==> src/rtl/dpd_pkg.sv <==
// Shared definitions for the digital phase detector: FSM encoding, angle
// constants and the fold from a 0..359 degree phase to magnitude/direction.
package dpd_pkg;

    localparam int DEG_FULL = 360;
    localparam int DEG_HALF = 180;
    localparam int SHIFT_W  = 9;

    typedef enum logic [1:0] {
        ST_IDLE,
        ST_MEASURE,
        ST_DIVIDE,
        ST_REPORT
    } dpd_state_e;

    // Returns {direction, magnitude}: phases above half a turn are reported
    // as a lead of (360 - q) degrees.
    function automatic logic [SHIFT_W:0] fold_phase(input logic [SHIFT_W-1:0] q);
        logic [SHIFT_W-1:0] full;
        logic [SHIFT_W-1:0] half;
        full = SHIFT_W'(DEG_FULL);
        half = SHIFT_W'(DEG_HALF);
        if (q > half) begin
            return {1'b1, full - q};
        end
        return {1'b0, q};
    endfunction

endpackage

==> src/rtl/dpd_serial_divider.sv <==
// Unsigned restoring divider, one quotient bit per cycle. The start cycle
// already performs the first step, so the quotient is complete and done_o
// is high exactly NUM_W cycles after the start cycle begins.
module dpd_serial_divider #(
    parameter int CNT_W = 16,
    parameter int NUM_W = CNT_W + 9,
    parameter int QUO_W = NUM_W
) (
    input  logic             aclk,
    input  logic             clr_i,
    input  logic             start_i,
    input  logic [NUM_W-1:0] num_i,
    input  logic [CNT_W-1:0] den_i,
    output logic [QUO_W-1:0] quo_o,
    output logic             done_o
);

    localparam int STEP_W = $clog2(NUM_W);

    logic [CNT_W-1:0]  rem_q, rem_d;
    logic [NUM_W-1:0]  quo_q, quo_d;
    logic [CNT_W-1:0]  den_q, den_d;
    logic [STEP_W-1:0] cnt_q;
    logic              run_q;

    logic [CNT_W:0]    trial;
    logic [CNT_W:0]    diff;
    logic              fits;
    logic              step_en;

    // One restoring step, fed from the operand ports on the start cycle and
    // from the working registers afterwards.
    always_comb begin
        // NOTE: every output of this block gets a value on every path, so no latch is inferred.
        rem_d = start_i ? '0    : rem_q;
        quo_d = start_i ? num_i : quo_q;
        den_d = start_i ? den_i : den_q;
        trial = {rem_d, quo_d[NUM_W-1]};
        diff  = trial - {1'b0, den_d};
        fits  = (trial >= {1'b0, den_d});
        rem_d = fits ? diff[CNT_W-1:0] : trial[CNT_W-1:0];
        quo_d = {quo_d[NUM_W-2:0], fits};
        step_en = start_i || (run_q && (cnt_q != '0));
    end

    // Step counter: counts the NUM_W-1 steps left after the start cycle.
    always_ff @(posedge aclk) begin
        // NOTE: sequential state uses non-blocking assignments so all flops update together.
        if (clr_i) begin
            run_q <= 1'b0;
            cnt_q <= '0;
        end else if (start_i) begin
            run_q <= 1'b1;
            cnt_q <= STEP_W'(NUM_W - 1);
        end else if (run_q) begin
            if (cnt_q == '0) begin
                run_q <= 1'b0;
            end else begin
                cnt_q <= cnt_q - STEP_W'(1);
            end
        end
    end

    // Working registers for remainder, shifting numerator/quotient and divisor.
    always_ff @(posedge aclk) begin
        // NOTE: pure datapath, left unreset; it is always reloaded by start_i before use.
        if (step_en) begin
            rem_q <= rem_d;
            quo_q <= quo_d;
            den_q <= den_d;
        end
    end

    assign done_o = run_q && (cnt_q == '0);
    assign quo_o  = quo_q[QUO_W-1:0];

endmodule

==> src/rtl/digital_phase_detector.sv <==
// Digital phase detector: measures the phase of sig_in against ref_in over
// one ref period and reports it as a 0..180 degree magnitude plus direction.
// Optional macro DPD_SYNC_EN: adds a 2-flop synchronizer on both inputs.
module digital_phase_detector
    import dpd_pkg::*;
#(
    parameter int CNT_W      = 16,
    parameter int MIN_PERIOD = 8
) (
    input  logic                      aclk,
    input  logic                      aclr,
    input  logic                      ref_in,
    input  logic                      sig_in,
    output logic signed [SHIFT_W-1:0] shift_amount,
    output logic                      direction,
    output logic                      valid,
    output logic                      error,
    output logic                      busy
);

    localparam int               NUM_W = CNT_W + SHIFT_W;
    localparam logic [CNT_W-1:0] MIN_P = CNT_W'(MIN_PERIOD);

    logic ref_cur, sig_cur;
    logic ref_hist_q, sig_hist_q;
    logic ref_rise, sig_rise;

`ifdef DPD_SYNC_EN
    logic [1:0] ref_sync_q, sig_sync_q;

    // Two-flop synchronizers; both paths see the same delay, so phase is unchanged.
    always_ff @(posedge aclk) begin
        ref_sync_q <= {ref_sync_q[0], ref_in};
        sig_sync_q <= {sig_sync_q[0], sig_in};
    end

    assign ref_cur = ref_sync_q[1];
    assign sig_cur = sig_sync_q[1];
`else
    assign ref_cur = ref_in;
    assign sig_cur = sig_in;
`endif

    // Input history for edge detection; it keeps tracking through reset so a
    // level that is already high when reset releases is not taken as a rise.
    always_ff @(posedge aclk) begin
        ref_hist_q <= ref_cur;
        sig_hist_q <= sig_cur;
    end

    assign ref_rise = ref_cur & ~ref_hist_q;
    assign sig_rise = sig_cur & ~sig_hist_q;

    dpd_state_e         state_q, state_d;
    logic [CNT_W-1:0]   per_q, per_d;
    logic [CNT_W-1:0]   dly_q, dly_d;
    logic               dly_ok_q, dly_ok_d;
    logic [SHIFT_W-1:0] shift_q, shift_d;
    logic               dir_q, dir_d;
    logic               valid_q, valid_d;
    logic               err_q, err_d;

    logic [CNT_W-1:0]   per_inc;
    logic               div_start;
    logic               div_done;
    logic [NUM_W-1:0]   div_num;
    logic [SHIFT_W-1:0] div_quo;

    dpd_serial_divider #(
        .CNT_W (CNT_W),
        .NUM_W (NUM_W),
        .QUO_W (SHIFT_W)
    ) u_div (
        .aclk    (aclk),
        .clr_i   (aclr),
        .start_i (div_start),
        .num_i   (div_num),
        .den_i   (per_inc),
        .quo_o   (div_quo),
        .done_o  (div_done)
    );

    // per_inc counts the current cycle, so a sig rise k cycles after the
    // opening ref rise captures k and a period of N cycles closes at N.
    assign per_inc = per_q + CNT_W'(1);
    assign div_num = NUM_W'(dly_q) * NUM_W'(DEG_FULL);

    // Next-state and output logic: measure, divide, then report one result.
    always_comb begin
        state_d   = state_q;
        per_d     = per_q;
        dly_d     = dly_q;
        dly_ok_d  = dly_ok_q;
        shift_d   = shift_q;
        dir_d     = dir_q;
        err_d     = err_q;
        valid_d   = 1'b0;
        div_start = 1'b0;
        case (state_q)
            ST_IDLE: begin
                if (ref_rise) begin
                    state_d  = ST_MEASURE;
                    per_d    = '0;
                    dly_d    = '0;
                    dly_ok_d = sig_rise;
                end
            end
            ST_MEASURE: begin
                per_d = per_inc;
                if (ref_rise) begin
                    if ((per_inc < MIN_P) || !dly_ok_q) begin
                        state_d = ST_REPORT;
                        valid_d = 1'b1;
                        err_d   = 1'b1;
                        shift_d = '0;
                        dir_d   = 1'b0;
                    end else begin
                        state_d   = ST_DIVIDE;
                        div_start = 1'b1;
                    end
                end else if (per_inc == '1) begin
                    state_d = ST_REPORT;
                    valid_d = 1'b1;
                    err_d   = 1'b1;
                    shift_d = '0;
                    dir_d   = 1'b0;
                end else if (sig_rise && !dly_ok_q) begin
                    dly_d    = per_inc;
                    dly_ok_d = 1'b1;
                end
            end
            ST_DIVIDE: begin
                if (div_done) begin
                    state_d          = ST_REPORT;
                    valid_d          = 1'b1;
                    err_d            = 1'b0;
                    {dir_d, shift_d} = fold_phase(div_quo);
                end
            end
            ST_REPORT: begin
                state_d = ST_IDLE;
            end
            default: begin
                state_d = ST_IDLE;
            end
        endcase
    end

    // State, counters and registered outputs with synchronous reset.
    always_ff @(posedge aclk) begin
        if (aclr) begin
            state_q  <= ST_IDLE;
            per_q    <= '0;
            dly_q    <= '0;
            dly_ok_q <= 1'b0;
            shift_q  <= '0;
            dir_q    <= 1'b0;
            valid_q  <= 1'b0;
            err_q    <= 1'b0;
        end else begin
            state_q  <= state_d;
            per_q    <= per_d;
            dly_q    <= dly_d;
            dly_ok_q <= dly_ok_d;
            shift_q  <= shift_d;
            dir_q    <= dir_d;
            valid_q  <= valid_d;
            err_q    <= err_d;
        end
    end

    assign shift_amount = shift_q;
    assign direction    = dir_q;
    assign valid        = valid_q;
    assign error        = err_q;
    assign busy         = (state_q != ST_IDLE);

endmodule

==> config.mk <==
export PLATFORM = sky130hd
export DESIGN_NAME = digital_phase_detector
export DESIGN_NICKNAME = d
export VERILOG_FILES = /design/src/rtl/dpd_pkg.sv /design/src/rtl/dpd_serial_divider.sv /design/src/rtl/digital_phase_detector.sv
export SDC_FILE = /design/constraint.sdc
export NUM_CORES = 1
export LEC_CHECK = 0
export ABC_AREA = 1
export CELL_PAD_IN_SITES_DETAIL_PLACEMENT = 1
export CELL_PAD_IN_SITES_GLOBAL_PLACEMENT = 2
export CORE_ASPECT_RATIO = 1.25
export CORE_UTILIZATION = 38
export DETAILED_ROUTE_END_ITERATION = 8
export PLACE_DENSITY_LB_ADDON = 0.3
export SYNTH_ARGS = -nofsm -noshare
export SYNTH_HDL_FRONTEND = slang
export SYNTH_SLANG_ARGS = --single-unit
export TNS_END_PERCENT = 50
==> constraint.sdc <==
create_clock -name aclk -period 5.2 [get_ports aclk]
set_input_delay 1.04 -clock aclk [delete_from_list [all_inputs] [get_ports aclk]]
set_output_delay 1.04 -clock aclk [all_outputs]
set_load 0.03 [all_outputs]
==> results.tsv, run 1 <==
stage	metric	value	unit
die	Ports	17	
grt	Remaining Overflow, GRT	0	
grt	vias in the first global route	7001	
worst_setup_path	Worst Setup EP	u_div.rem_q[14]$_DFFE_PP_	
clock_tree	CTS H-Tree Depth	3	
hold_path	worst hold path depth	2	
cells_and_area	Inserted Diodes	0	
worst_setup_path	worst setup path start	dly_q[11]$_SDFFE_PP0P_	
place	Routability Congestion	0.7912	
worst_setup_path	Worst setup EP type	flop	
grt	gr usage total	0.2063	
outcome	status	finished clean	
clock_tree	largest buffer count on any clock path	2	
clock_tree	CTS tree	built	
power_and_ir_drop	P per Cell Area	313.6	nW/um2
clock_tree	post-CTS setup buffers	0	
detailed_routing	DRT Pass-1 Iters	4	
detailed_routing	initial DRC count	237	
die	row count	59	
clock_tree	worst skew pair latency	0.38	ns
grt	pin count of the biggest net entering global routing	58	
logic_synthesis	Seq/Total Area, Yosys	0.3458	
cells_and_area	fin cells	1363	
hold_path	hold crit path type	flop to flop	
timing	Setup TNS	0	ns
die	Die Wd	132.9	um
detailed_routing	routed via count	6700	
worst_setup_path	CP required	5.34	ns
worst_setup_path	Crit path arrival time	4.95	ns
clock_tree	CTS Sinks	112	
clock_tree	Post-CTS Hold Buffers	0	
timing	fmax	207.6	MHz
cells_and_area	Final Instance Area	9005	um2
timing	Final Cycle Share	0.9264	
timing	Tmin final	4.817	ns
timing	Slew @ Worst Pin	1.130	ns
grt	initial antenna violation count	0	
logic_synthesis	top cells by area, synth	edfxtp_1 (21%), dfxtp_1 (14%), nand2_1 (12%)	
worst_setup_path	crit path max fanout	5	
worst_setup_path	worst r2r path cells	27	
place	Place WS	0.1210	ns
logic_synthesis	post-synth cell types	44	
timing	Worst Setup Slack, final	0.3829	ns
logic_synthesis	FF+latch count, synth	112	
logic_synthesis	Synth Net Count	1164	
logic_synthesis	post-synth top area share	0.2105	
worst_setup_path	worst r2r src	dly_q[11]$_SDFFE_PP0P_	
logic_synthesis	synthesized area	8133	um2
place	PortBufs	16	
logic_synthesis	cell accounting for the most synthesized area	edfxtp_1	
place	post-placement cell area	8621	um2
place	Detailed Place HPWL	16.39	mm
die	Die ar.	21990	um2
worst_setup_path	startpoint type of the worst setup path	flop	
cells_and_area	Final nets	1180	
cells_and_area	layout cells sized above 1	0.07713	
cells_and_area	# fillers	2631	
clock_tree	clk slew on worst S/H paths	0.09	ns
clock_tree	cts repair resizes	0	
detailed_routing	Via density	4.916	
logic_synthesis	commonest register cell after synthesis	edfxtp_1	
detailed_routing	per-cell routed wire length	15.51	um
timing	Layout Skew	0.01542	ns
timing	hold slack	0.4692	ns
job	Max-Cap Viols	0	
logic_synthesis	Post-synth EDFFs	57	
detailed_routing	routed wire length	21.14	mm
worst_setup_path	CP Class	flop to flop	
clock_tree	CTS root buf	clkbuf_16	
place	placed insts	1347	
logic_synthesis	syn_area_per_cell	7.615	um2
logic_synthesis	Mapped Cells	1068	
detailed_routing	drt drc	0	
clock_tree	CTS Buf Count	9	
die	Die H	165.6	um
die	CORE AREA	20890	um2
cells_and_area	area grow syn2layout	10.72	%
power_and_ir_drop	Lkg Pwr	4.094	nW
timing	unrepaired setup endpoints after global routing	false	
grt	first-pass GRT wire length	35.56	mm
logic_synthesis	synth warn	0	
timing	Hold Violations, Final	0	
power_and_ir_drop	Max VDD drop	0.0002222	V
worst_setup_path	Worst R2R End	u_div.rem_q[14]$_DFFE_PP_	
die	initial core utilization	0.3893	
timing	Slew Limit Fails	0	
power_and_ir_drop	Total Power	2.824	mW
timing	endpoints failing setup	0	
logic_synthesis	ys async rst share	0	
detailed_routing	Final ANT Viol Nets	0	
cells_and_area	Core Util, Final	0.4310	
timing	Slew HR	0.2468	
worst_setup_path	r2r setup slk	0.38	ns
-- how the worst min path moves through the flow --
stage                                       startpoint                      endpoint  slack (ns)
after detailed placement  shift_amount[2]$_SDFFE_PP0P_  shift_amount[2]$_SDFFE_PP0P_        0.46
after global routing      shift_amount[3]$_SDFFE_PP0P_  shift_amount[3]$_SDFFE_PP0P_        0.49
after global placement              error$_SDFFE_PP0P_            error$_SDFFE_PP0P_        0.45
final                     shift_amount[3]$_SDFFE_PP0P_  shift_amount[3]$_SDFFE_PP0P_        0.47
after CTS                 shift_amount[2]$_SDFFE_PP0P_  shift_amount[2]$_SDFFE_PP0P_        0.47
after floorplan                  dly_ok_q$_SDFFE_PP0P_         dly_ok_q$_SDFFE_PP0P_        0.45
-- worst max-delay path, stage by stage, from the launching register on --
cell	delay, ns
dfxtp_1	0.36
ha_1	0.35
fa_1	0.52
inv_1	0.06
fa_1	0.50
inv_1	0.05
ha_2	0.37
nand2_2	0.09
nor4_4	0.29
nand3_1	0.10
nand3_1	0.12
xnor2_1	0.12
nand2_1	0.08
o21ai_2	0.10
ha_2	0.24
fa_2	0.23
nor2_2	0.05
o21ai_0	0.15
nand3_1	0.13
nand2_1	0.08
nand2_1	0.07
nand2_1	0.06
nand2_1	0.07
nand3_1	0.08
nand2_1	0.06
xor2_1	0.14
nand2_1	0.06
o21ai_1	0.06
-- state kept, by name, summed over array words and instances, names as in the netlist, 2 cells and up --
register	flops
dly_q	16
u_div.den_q	16
u_div.cnt_q	5
shift_amount	9
u_div.rem_q	16
u_div.quo_q	25
state_q	2
per_q	16
-- per-layer routing --
layer	wire [um]	vias up	global-route usage
met5	0	-	0
met4	320	0	0.06844
met3	333	14	0.02289
met2	10540	44	0.3748
met1	9943	3169	0.2530
li1	-	3473	-
-- cell families (layout without fill, tap and decap cells) --
logic type                 after synthesis  in the layout  share of synthesized area
adders and majority gates               92             92                     0.1591
AOI/OAI and AO/OA                      174            174                     0.1195
buffers and inverters                  198            219                    0.09661
and+or+nand+nor                        445            445                     0.2283
xor gates and xnor gates                47             47                    0.05061
DFF                                    112            112                     0.3458
-- where the power goes --
group	switching (mW)	total [mW]	internal (mW)
clock	0.409	0.760	0.351
combinational	0.680	1.06	0.384
sequential	0.0355	0.999	0.964
-- cell usage in the layout (no fill, tap or decap), drive strengths merged, types with 3 or more instances in the layout --
cell type      netlist  layout
a21o                 3       3
a21oi               82      82
buf                 15      16
clkbuf              12       9
clkdlybuf4s50        0      16
clkinv               3       6
dfxtp               55      55
edfxtp              57      57
fa                  19      19
ha                  73      73
inv                168     172
nand2              272     272
nand3               50      50
nand3b               3       3
nand4               15      15
nor2                91      91
nor3                 5       5
o21ai               74      74
o21bai               3       3
or2                  6       6
xnor2               18      18
xor2                29      29
-- cell type report --
type	count	area [um2]	area share
inverters	171	641.9	0.07128
flip-flops and latches	112	2815	0.3126
clock buffers	9	225.2	0.02501
multi-input cells	758	4607	0.5116
clock inverters	7	88.84	0.009865
well taps	274	342.8	0.03807
repair buffers	32	284.0	0.03154
-- cells in the mapped netlist, drive strengths merged, types with 12 or more instances --
cell / n
a21oi: 82
buf: 15
clkbuf: 12
dfxtp: 55
edfxtp: 57
fa: 19
ha: 73
inv: 168
nand2: 272
nand3: 50
nand4: 15
nor2: 91
o21ai: 74
xnor2: 18
xor2: 29
No activity file was read; power rests on OpenSTA's default activity.
==> run 2, diff against run 1 <==
- CORE_UTILIZATION: 38 -> 37
- SYNTH_HIERARCHICAL: not set -> 1
==> results.tsv, run 2 <==
stage	metric	value	unit
timing	fmax	211.3	MHz
logic_synthesis	cell accounting for the most synthesized area	edfxtp_1	
detailed_routing	DRT Pass-1 Iters	4	
worst_setup_path	Worst setup EP type	flop	
logic_synthesis	synthesized area	8752	um2
logic_synthesis	syn_area_per_cell	7.192	um2
logic_synthesis	most common cell in the netlist	nand2_1	
die	Die Wd	139.6	um
cells_and_area	Top reg by flops	u_div/quo_q	
logic_synthesis	top cells by area, synth	edfxtp_1 (20%), nand2_1 (16%), dfxtp_1 (13%)	
clock_tree	cts repair resizes	0	
grt	vias in the first global route	7840	
worst_setup_path	CP Class	flop to flop	
cells_and_area	most common cell after layout, fill and taps aside	nand2_1	
power_and_ir_drop	P per Cell Area	240.5	nW/um2
clock_tree	CTS Sinks	112	
detailed_routing	initial DRC count	256	
detailed_routing	Via density	4.954	
clock_tree	CTS H-Tree Depth	3	
die	row count	62	
logic_synthesis	top post-synthesis cells by count	nand2_1 (371), inv_1 (201), a21oi_1 (86)	
timing	Slew HR	0.3154	
grt	GRT busiest layer	met2	
clock_tree	largest buffer count on any clock path	2	
grt	met2 global-route usage	0.3798	
place	Place WS	0.4104	ns
logic_synthesis	synth warn	6	
timing	Final Cycle Share	0.9102	
timing	unrepaired setup endpoints after global routing	false	
timing	Worst Setup Slack, final	0.4672	ns
detailed_routing	per-cell routed wire length	15.15	um
cells_and_area	Final nets	1314	
timing	Hold Violations, Final	0	
worst_setup_path	CP required	5.32	ns
cells_and_area	multi-input logic area	4966	um2
cells_and_area	most frequent cells in the layout	nand2_1 (371), inv_1 (200), a21oi_1 (86)	
logic_synthesis	Seq/Total Area, Yosys	0.3214	
logic_synthesis	post-synth cell types	43	
clock_tree	Post-CTS Hold Buffers	0	
timing	Slew @ Worst Pin	1.027	ns
cells_and_area	max reg flops	25	
logic_synthesis	commonest register cell after synthesis	edfxtp_1	
grt	initial antenna violation count	0	
worst_setup_path	crit path max fanout	17	
cells_and_area	layout cells sized above 1	0.06301	
die	Ports	17	
power_and_ir_drop	Lkg Pwr	4.448	nW
place	placed insts	1494	
outcome	status	finished clean	
power_and_ir_drop	Total Power	2.270	mW
logic_synthesis	ys async rst share	0	
logic_synthesis	post-synth top area share	0.1956	
timing	endpoints failing setup	0	
grt	M1 GR Usage	0.2310	
detailed_routing	Final ANT Viol Nets	0	
clock_tree	post-CTS setup buffers	0	
detailed_routing	routed via count	7481	
hold_path	hold crit path type	flop to flop	
logic_synthesis	Post-synth EDFFs	57	
die	Die ar.	24280	um2
cells_and_area	fin cells	1510	
clock_tree	worst skew pair latency	0.37	ns
clock_tree	CTS Buf Count	9	
place	Routability Congestion	0.8394	
grt	pin count of the biggest net entering global routing	49	
job	Max-Cap Viols	0	
grt	gr usage total	0.1978	
cells_and_area	# fillers	2962	
clock_tree	CTS root buf	clkbuf_16	
timing	Layout Skew	0.01878	ns
cells_and_area	area grow syn2layout	7.863	%
die	CORE AREA	23120	um2
timing	Slew Limit Fails	0	
grt	Remaining Overflow, GRT	0	
power_and_ir_drop	Max VDD drop	0.0001632	V
worst_setup_path	Crit path arrival time	4.86	ns
detailed_routing	drt drc	0	
cells_and_area	Inserted Diodes	0	
clock_tree	clk slew on worst S/H paths	0.09	ns
worst_setup_path	startpoint type of the worst setup path	flop	
detailed_routing	routed wire length	22.88	mm
clock_tree	CTS tree	built	
timing	Tmin final	4.733	ns
die	Die H	174.0	um
grt	first-pass GRT wire length	38.52	mm
place	Detailed Place HPWL	18.41	mm
timing	Setup TNS	0	ns
place	PortBufs	16	
die	initial core utilization	0.3786	
logic_synthesis	FF+latch count, synth	112	
cells_and_area	register area	2813	um2
logic_synthesis	Mapped Cells	1217	
cells_and_area	Core Util, Final	0.4084	
grt	GR Util met3	0.02231	
-- run 2: cells by family after synthesis --
group	share of synthesized area
compound gates	0.08220
xor+xnor	0.03102
fa+ha+maj	0.1535
buf+inv	0.1129
flops	0.3214
mux	0.001144
other cells	0.0004285
simple gates	0.2974
-- run 2: metal layers --
layer / vias to the layer above / share of wire
met5: - / 0
met4: 0 / 0.015
met3: 15 / 0.011
met2: 40 / 0.53
met1: 3602 / 0.44
li1: 3824 / -
-- run 2: critical path, cell delays in order, from the launching register on --
cell and delay (ns):
dfxtp_1 0.42, ha_1 0.31, fa_1 0.49, inv_1 0.05
fa_1 0.50, inv_1 0.04, ha_1 0.38, a21oi_1 0.22
o21ai_0 0.12, a21oi_1 0.17, nand3_1 0.14, xor2_1 0.17
mux2i_1 0.25, ha_1 0.28, inv_1 0.10, nor3_1 0.06
nand3_1 0.10, nand2_2 0.09, nor2_8 0.27, nand2_8 0.16
nand2_1 0.11, nand2_1 0.05
-- run 2: worst paths after layout --
check	startpoint	to	slack, ns	depth (start not counted)
setup reg to reg	dly_q[14]$_SDFFE_PP0P_	u_div/rem_q[15]$_DFFE_PP_	0.47	21
hold / removal	shift_amount[0]$_SDFFE_PP0P_	shift_amount[0]$_SDFFE_PP0P_	0.47	2
setup / recovery	dly_q[14]$_SDFFE_PP0P_	u_div/rem_q[15]$_DFFE_PP_	0.47	21
hold reg to reg	shift_amount[0]$_SDFFE_PP0P_	shift_amount[0]$_SDFFE_PP0P_	0.47	2
-- run 2: layout make-up --
cell class                 instances  area share
multi-input combinational        865      0.5260
sequential                       112      0.2979
inverter                         205     0.08151
tap                              288     0.03817
timing repair buffer              24     0.02412
clock buffer                       9     0.02386
clock inverter                     7    0.008350
-- run 2: per-stage QoR --
step	hold WS, ns	area [um2]
2_1_floorplan	0.4406	8760
3_3_place_gp	0.4498	9136
3_5_place_dp	0.4558	9136
4_1_cts	0.4705	9440
5_1_grt	0.4905	9440
6_report	0.4677	9440
-- run 2: power by group --
group / switching, mW / leakage (nW) / internal (mW)
Clock: 0.385 / 0.149 / 0.347
Sequential: 0.0180 / 0.911 / 0.944
Combinational: 0.427 / 3.39 / 0.148
Total: 0.831 / 4.45 / 1.44
==> run 3, diff against run 2 <==
- CORE_UTILIZATION: 37 -> 38
- SYNTH_HIERARCHICAL: 1 -> not set
==> results of run 3 <==
Same layout as run 1: the final DEF is identical, and so are final timing and power.
